[config.mk]
export PLATFORM = sky130hd
export DESIGN_NAME = config_loader
export DESIGN_NICKNAME = d
export VERILOG_FILES = /design/src/rtl/config_loader.sv
export SDC_FILE = /design/constraint.sdc
export NUM_CORES = 1
export LEC_CHECK = 0
export ABC_AREA = 1
export BUFFER_PORTS_ARGS = -buffer_cell sky130_fd_sc_hd__buf_4
export CAP_MARGIN = 15
export CORE_ASPECT_RATIO = 1.5
export CORE_UTILIZATION = 59
export CTS_CLUSTER_DIAMETER = 80
export DETAILED_ROUTE_END_ITERATION = 16
export GPL_TIMING_DRIVEN = 0
export PLACE_DENSITY_LB_ADDON = 0.25
export SLEW_MARGIN = 20
export SYNTH_ARGS = -nofsm -noshare
export SYNTH_HDL_FRONTEND = slang
export SYNTH_SLANG_ARGS = --single-unit
[constraint.sdc]
create_clock -name clk_i -period 4.1 [get_ports clk_i]
set_input_delay 0.41 -clock clk_i [delete_from_list [all_inputs] [get_ports clk_i]]
set_output_delay 0.41 -clock clk_i [all_outputs]
set_load 0.01 [all_outputs]
[src/rtl/config_loader.sv]
`default_nettype none
// ============================================================================
//  Module      : config_loader
//  Description : Write-side sequencer for the neuron configuration memories.
//                Parses a header word (target, length, start address) from a
//                32-bit config stream and issues one registered, one-hot
//                write strobe per payload word with an auto-incrementing
//                address. Stalls while the neuron core is busy.
//  Revision    : 1.0 - initial release
// ============================================================================
module config_loader #(
    parameter int DSIZE                   = 16,
    parameter int NURN_CNT_BIT_WIDTH      = 8,
    parameter int AXON_CNT_BIT_WIDTH      = 8,
    parameter int CONFIG_PARAMETER_NUMBER = 9
) (
    input  logic                                         clk_i,
    input  logic                                         rst_n_i,
    input  logic [2*DSIZE-1:0]                           cfg_data_i,
    input  logic                                         cfg_valid_i,
    output logic                                         cfg_ready_o,
    input  logic                                         core_busy_i,
    input  logic                                         abort_i,
    output logic [2*DSIZE-1:0]                           config_data_o,
    output logic [CONFIG_PARAMETER_NUMBER-1:0]           config_write_enable_o,
    output logic [NURN_CNT_BIT_WIDTH+AXON_CNT_BIT_WIDTH-1:0] config_addr_o,
    output logic                                         ce_o,
    output logic                                         busy_o,
    output logic                                         done_o,
    output logic                                         err_o
);

    localparam int c_ADDR_W = NURN_CNT_BIT_WIDTH + AXON_CNT_BIT_WIDTH;
    localparam logic [CONFIG_PARAMETER_NUMBER-1:0] c_ONE =
        {{(CONFIG_PARAMETER_NUMBER-1){1'b0}}, 1'b1};

    typedef enum logic [1:0] {
        S_IDLE  = 2'd0,
        S_WRITE = 2'd1,
        S_DRAIN = 2'd2,
        S_DONE  = 2'd3
    } state_t;

    state_t r_state;
    state_t w_next;

    // Latched packet context
    logic [3:0]          r_target;
    logic                r_invalid;
    logic [11:0]         r_remain;
    logic [c_ADDR_W-1:0] r_addr;

    // Registered write port and status outputs
    logic [CONFIG_PARAMETER_NUMBER-1:0] r_we;
    logic [2*DSIZE-1:0]                 r_data;
    logic [c_ADDR_W-1:0]                r_waddr;
    logic                               r_ce;
    logic                               r_done;
    logic                               r_err;

    // Header field decode (only meaningful in IDLE)
    logic [3:0]  w_hdr_target;
    logic [11:0] w_hdr_len;
    logic [15:0] w_hdr_addr;
    logic        w_hdr_invalid;

    // Control decoded from state and handshake
    logic w_ready;
    logic w_accept;
    logic w_load;
    logic w_wr;
    logic w_dec;
    logic w_done;
    logic w_err;

    assign w_hdr_target  = cfg_data_i[31:28];
    assign w_hdr_len     = cfg_data_i[27:16];
    assign w_hdr_addr    = cfg_data_i[15:0];
    assign w_hdr_invalid = (32'(w_hdr_target) >= 32'(CONFIG_PARAMETER_NUMBER));

    // Next-state and per-cycle control; ready never looks at cfg_valid_i
    always_comb begin
        w_next   = r_state;
        w_ready  = 1'b0;
        w_load   = 1'b0;
        w_wr     = 1'b0;
        w_dec    = 1'b0;
        w_done   = 1'b0;
        w_err    = 1'b0;
        w_accept = 1'b0;

        case (r_state)
            S_IDLE: begin
                w_ready  = 1'b1;
                w_accept = cfg_valid_i;
                if (w_accept) begin
                    w_load = 1'b1;
                    if (w_hdr_len == 12'd0) begin
                        w_next = S_DONE;
                        w_done = 1'b1;
                        w_err  = w_hdr_invalid;
                    end else if (w_hdr_invalid) begin
                        w_next = S_DRAIN;
                    end else begin
                        w_next = S_WRITE;
                    end
                end
            end
            S_WRITE: begin
                w_ready  = !core_busy_i;
                w_accept = cfg_valid_i && w_ready;
                if (abort_i) begin
                    // Word taken alongside abort is swallowed without a strobe
                    w_next = S_IDLE;
                end else if (w_accept) begin
                    w_wr  = 1'b1;
                    w_dec = 1'b1;
                    if (r_remain == 12'd1) begin
                        w_next = S_DONE;
                        w_done = 1'b1;
                    end
                end
            end
            S_DRAIN: begin
                w_ready  = 1'b1;
                w_accept = cfg_valid_i;
                if (abort_i) begin
                    w_next = S_IDLE;
                end else if (w_accept) begin
                    w_dec = 1'b1;
                    if (r_remain == 12'd1) begin
                        w_next = S_DONE;
                        w_done = 1'b1;
                        w_err  = r_invalid;
                    end
                end
            end
            S_DONE: begin
                // One-cycle bubble so a new header never overlaps done_o
                w_next = S_IDLE;
            end
            default: begin
                w_next = S_IDLE;
            end
        endcase
    end

    // State register
    always_ff @(posedge clk_i or negedge rst_n_i) begin
        if (!rst_n_i) begin
            r_state <= S_IDLE;
        end else begin
            r_state <= w_next;
        end
    end

    // Packet context: header latch, remaining count and address counter
    always_ff @(posedge clk_i or negedge rst_n_i) begin
        if (!rst_n_i) begin
            r_target  <= 4'd0;
            r_invalid <= 1'b0;
            r_remain  <= 12'd0;
            r_addr    <= '0;
        end else if (w_load) begin
            r_target  <= w_hdr_target;
            r_invalid <= w_hdr_invalid;
            r_remain  <= w_hdr_len;
            r_addr    <= w_hdr_addr[c_ADDR_W-1:0];
        end else begin
            if (w_dec) begin
                r_remain <= r_remain - 12'd1;
            end
            if (w_wr) begin
                // Wraps naturally at the top of the address space
                r_addr <= r_addr + 1'b1;
            end
        end
    end

    // Registered write port: strobe lives exactly one cycle per accepted word
    always_ff @(posedge clk_i or negedge rst_n_i) begin
        if (!rst_n_i) begin
            r_we    <= '0;
            r_ce    <= 1'b0;
            r_data  <= '0;
            r_waddr <= '0;
        end else if (w_wr) begin
            r_we    <= c_ONE << r_target;
            r_ce    <= 1'b1;
            r_data  <= cfg_data_i;
            r_waddr <= r_addr;
        end else begin
            r_we    <= '0;
            r_ce    <= 1'b0;
        end
    end

    // Registered completion pulses, aligned with the final strobe
    always_ff @(posedge clk_i or negedge rst_n_i) begin
        if (!rst_n_i) begin
            r_done <= 1'b0;
            r_err  <= 1'b0;
        end else begin
            r_done <= w_done;
            r_err  <= w_err;
        end
    end

    assign cfg_ready_o           = rst_n_i && w_ready;
    assign config_data_o         = r_data;
    assign config_write_enable_o = r_we;
    assign config_addr_o         = r_waddr;
    assign ce_o                  = r_ce;
    assign busy_o                = (r_state != S_IDLE);
    assign done_o                = r_done;
    assign err_o                 = r_err;

endmodule
`default_nettype wire

* After elaboration in Yosys (flattened, before gate mapping) *
Index checks and enable logic that the tools add are counted.
W data, S select, Z words.

storage, ports and cells
  flip-flop bits (word level) = 95
  bits of input ports = 37
  output and inout bits = 62
  word-level logic and storage cells = 69

operators by class
  add/sub/neg operators = 2
  order comparisons = 1
  eq/ne operators = 7
  shift operators = 1
  muxes and demuxes = 37
  reduce and logical (&&, ||, !) cells = 10

operators by type and width
  kind                     number
  $mux W16                 2
  $mux W12                 2
  $mux W1                  19
  $add A16 B1 Y16 const B  1
  $mux W2                  8
  $eq A12 B1 Y1 const B    1
  $logic_not A12 Y1        1
  $sub A12 B1 Y12 const B  1
  $mux W9                  1
  $shl A1 B4 Y9 const A    1
  $pmux W2 S4              1
  $ne A3 B3 Y1 const B     2
  $pmux W1 S2              3
  $reduce_bool A2 Y1       3
  $eq A2 B2 Y1 const B     2
  $ge A4 B4 Y1 const B     1
  $pmux W1 S3              1
  $reduce_and A3 Y1        1
  $eq A2 B1 Y1 const B     1
  $logic_and A1 B1 Y1      2
  $logic_not A2 Y1         1
  $ne A2 B2 Y1 const B     1
  $reduce_or A2 Y1         1
  $logic_not A1 Y1         1

* Logic depth before layout (Yosys ltp) *
  word-level depth = 7
  depth in mapped cells = 11
  gate-level depth less buffers = 10

* Worst setup path after synthesis *
Ideal clock, no wire load.

  kind = register to register
  from = reg r_state[0]
  to = reg r_addr[10]
  setup time = 124 ps
  arrival time = 1414 ps
  required time = 3976 ps
  slack = 2563 ps
  cell stages (with the launch flop) = 9
  buffers on the path = 2
  period minus slack after synthesis = 1537 ps
  cell sequence = dfrtp_1 inv_1 ha_1 nand2_1 buf_2 nand2_1 buf_4 o22ai_1 o21bai_1

between the ends
  cells in the longest elaborated chain, start to end = 3
  elaborated cells between the ends (all ways) = 6
  those cells by class = eq/ne (1); mux (3); reduce/logical (2)

ends and longest elaborated chain
  item                                                             RTL line  text
  start, declared                                                  44        state_t r_state;
  start signal, assigned                                           153       r_state <= w_next;
  $eq A2 B1 Y1 / $logic_not A2 Y1 (equally long branches)          n/a
  $mux W1                                                          92        case (r_state)
  $reduce_bool A2 Y1 (no line) / $mux W16 (equally long branches)  n/a
  end signal, assigned                                             168       r_addr <= w_hdr_addr[c_ADDR_W-1:0];
  end signal, assigned                                             175       r_addr <= r_addr + 1'b1;
  end, declared                                                    51        logic [c_ADDR_W-1:0] r_addr;

Parallel ways exist; a longest one is shown, timed or not.
A chain may end at the register's enable or synchronous reset.

* Worst setup path after layout *
  from = reg r_state[0]
  to = reg r_addr[14]

Same word-level chain as after synthesis.

==> PnR_summary.wiki <==
{| class="wikitable"
! Metric !! Value
|-
| Number of buffers inserted by port buffering || 98
|-
| Critical path class || flip-flop to flip-flop
|-
| Num rows || 38
|-
| Mapped Cells || 571
|-
| Static Leakage || 3.01 nW
|-
| Overall via count from detail_route || roughly 4,200
|-
| Total gr overflow || 0
|-
| Detailed-route wire length per cell || between 10 and 15 um
|-
| Sinks on Clock Net || 95
|-
| Area added between synthesis and finish || 22.5%
|-
| Clk_skew || 0.00743 ns
|-
| Maxcap violations || 0
|-
| H-tree Lvls || 3
|-
| Number of antenna cells inserted || 0
|-
| Sequential-to-total area share from yosys stat || 52.3%
|-
| Standard cell core area || approximately 7400 um^2
|-
| Combined area of all synthesized cells || 4550 um^2
|-
| Worst relative slew slack || 43.2%
|-
| Area fraction in compound gates after synthesis || under 10%
|-
| Routed wire length || 11,600 um
|-
| Pre-antenna DRT Iters || 5
|-
| Worst-case reg-to-reg path depth || 8
|-
| Fraction of the mapped netlist area in adder cells || 1.93%
|-
| Number of hold buffers added after CTS || 0
|-
| Die footprint || roughly 8000 um^2
|-
| Beginning of the worst register-to-register path || r_state[0]
|-
| Top cells by area in the synthesized netlist || dfrtp_1, nand2_1, inv_1, o21ai_0, nand3_1
|-
| Antenna violations before repair || 0
|-
| Number of warnings issued by yosys || 0
|-
| Max Clk Rate || a little under 500 MHz
|-
| Final period demand of the worst path || 2.02 ns
|-
| Clk pin slew, worst setup/hold paths || 0.09 ns
|-
| All-layer global routing usage || 31.2%
|-
| Final setup viols || 0
|-
| Hold Path Class || primary input to asynchronous set/reset pin
|-
| Cell type contributing the most total cell area after synthesis || dfrtp_1
|-
| NumNets Final || 724
|-
| Net count after synthesis || a little over 600
|-
| Wire length of the first global-routing pass || 18,700 um
|-
| PnR worst setup slack || 2.08 ns
|-
| Power density of the placed cells || 675 nW/um^2
|-
| CTS tree || yes
|-
| Type of element launching the critical path || flip-flop
|-
| XOR/XNOR Fraction of Synth Area || 1.93%
|-
| Vert. Die Dim || 110 um
|-
| Antenna viol nets, final || 0
|-
| Capturing element type of the critical path || flip-flop
|-
| Clock insertion delay at the later pin of the skew report || between 0.3 and 0.4 ns
|-
| Share of Yosys cell area claimed by the top area cell type || ~52%
|-
| Gp weighted congestion || a little over 0.9
|-
| Max Fanout on Critical Path || 10
|-
| X dimension of the die || 73.7 um
|-
| Worst-case clock buffer depth || 2
|-
| Iter 0 DRT Violations || between 200 and 300
|-
| Peak supply drop || slightly above 0.0004 V
|-
| Main combinational cell family by area after synthesis || simple AND/OR/NAND/NOR gates
|-
| Final-report max-slew violation count || 0
|-
| Placement Setup Slack || 2.09 ns
|-
| Via count of the first global-routing pass || 4,115
|-
| CP Data Required Time || 4.36 ns
|-
| Hold Violations, Final || 0
|-
| Post-route clock period utilization || 49.3%
|-
| Arrival time of data at the critical path endpoint || 2.28 ns
|-
| Reg2Reg Capture Point || r_addr[14]
|-
| Number of design rule violations left after detail routing || 0
|-
| Detail Placement HPWL || between 8000 and 9000 um
|-
| Ratio of cells with drive above 1 in the final layout || 19.1%
|-
| Mean Syn Cell Area || 7.97 um^2
|-
| Library cell used as clock root buffer || clkbuf_8
|-
| Number of buffers added by the clock tree synthesis step || 9
|-
| Pin count of the biggest net entering global routing || 97
|-
| Setup slack on the worst flop-to-flop path || 2.08 ns
|-
| Number of register bits inferred by synthesis || between 90 and 100
|-
| Slew at the pin closest to its max-slew limit || approximately 0.85 ns
|-
| Post-CTS Repair Setup Buffers || 0
|-
| Library cells used by synthesis || 30
|-
| RSZ-0062 raised after global routing || false
|-
| Result of the run || finished, final reports clean
|-
| Fraction of synthesized area in multiplexers || 0%
|-
| Simple-Gate Fraction of Synth Area || 26.4%
|-
| Summed negative setup slack over all endpoints || 0 ns
|-
| Starting utilization of the core area || 61.7%
|-
| Count of pins on the block boundary || 99
|-
| Number of instances resized during post-cts repair || 0
|-
| Vias per inst || between 5 and 6
|}
==> registers in the layout, summed over array words and instances, names as in the netlist <==
| name | flops |
|---|---|
| r_target | 4 |
| config_data_o | 32 |
| err_o | 1 |
| r_addr | 16 |
| r_remain | 12 |
| config_addr_o | 16 |
| r_invalid | 1 |
| ce_o | 1 |
| r_state | 2 |
| config_write_enable_o | 9 |
| done_o | 1 |
==> cells in the mapped netlist, drive strengths merged <==
cell type  count
nor4           1
xnor2          2
a21oi          4
buf           11
clkbuf         7
o22ai         11
o211ai         2
nor3           8
o21ai         48
ha             7
nand4          3
nand3         37
nor3b          2
xor2           8
nand2        195
o221ai         4
inv           77
a211oi         1
o21bai         4
dfrtp         95
nor2          44
==> logic make-up after synthesis <==
family	count (synthesis)
AND/OR/NAND/NOR	290
XOR/XNOR	10
flip-flops	95
adder cells (fa/ha/maj)	7
AO/OA/AOI/OAI	74
buffers and inverters	95
==> worst max path at each step <==
stage | to | from | cells after the start
3_3_place_gp | cfg_ready_o | rst_n_i | 3
2_1_floorplan | r_addr[10] | r_state[0] | 8
3_5_place_dp | r_addr[14] | r_state[1] | 8
6_report | r_addr[14] | r_state[0] | 8
4_1_cts | cfg_ready_o | r_state[1] | 5
5_1_grt | cfg_ready_o | r_state[1] | 5
==> cell type report <==
type                       count  area [um^2]
multi-input combinational    381         1790
tap                          100          125
clock inverter                 4         22.5
timing repair buffer          98          739
inverter                      77          289
sequential                    95         2380
buffer                        18         91.3
clock buffer                  12          135
fill                         581         1800
==> routing by layer <==
| layer | GRT usage (%) | part of all wire [%] | vias to the layer above |
|---|---|---|---|
| met5 | 0 | 0 | - |
| met4 | 16.1 | 3.0 | 0 |
| met3 | 4.22 | 3.3 | 31 |
| met2 | 56.4 | 54 | 123 |
| met1 | 35.2 | 39 | 1991 |
| li1 | - | - | 2013 |
==> per-stage QoR <==
step | cells | total power [mW] | util (%) | hold slack [ns] | cell area (um^2)
2_1_floorplan | 571 | 2.54 | - | 0.114 | 4550
3_3_place_gp | 769 | 3.16 | 73.4 | 0.465 | 5410
3_5_place_dp | 769 | 3.24 | 73.5 | 0.473 | 5410
4_1_cts | 785 | 3.77 | 75.6 | 0.164 | 5570
5_1_grt | 785 | 4.04 | 75.6 | 0.205 | 5570
6_report | 785 | 3.76 | 75.6 | 0.121 | 5570
==> cells in the final DEF (no fill, tap or decap), types with 9 or more instances in the layout <==
master	count
nand2_1	191
buf_4	99
dfrtp_1	95
inv_1	75
o21ai_0	48
nor2_1	41
nand3_1	36
o22ai_1	11
clkbuf_1	10
clkbuf_8	9
==> worst max-delay path, stage by stage, from the launching register on <==
cell and delay [ns]:
dfrtp_1 0.41, inv_1 0.08, ha_1 0.29, nand2_1 0.12
buf_2 0.24, buf_1 0.48, o22ai_1 0.16, inv_1 0.07
nand2_1 0.05
==> report_power, final <==
part	total [mW]	internal, mW	leakage (nW)	switching (mW)
logic	1.60	0.696	1.71	0.902
clock network	0.534	0.218	0.0801	0.316
registers	1.63	1.32	1.21	0.306
Power figures use the tool's default switching activity.
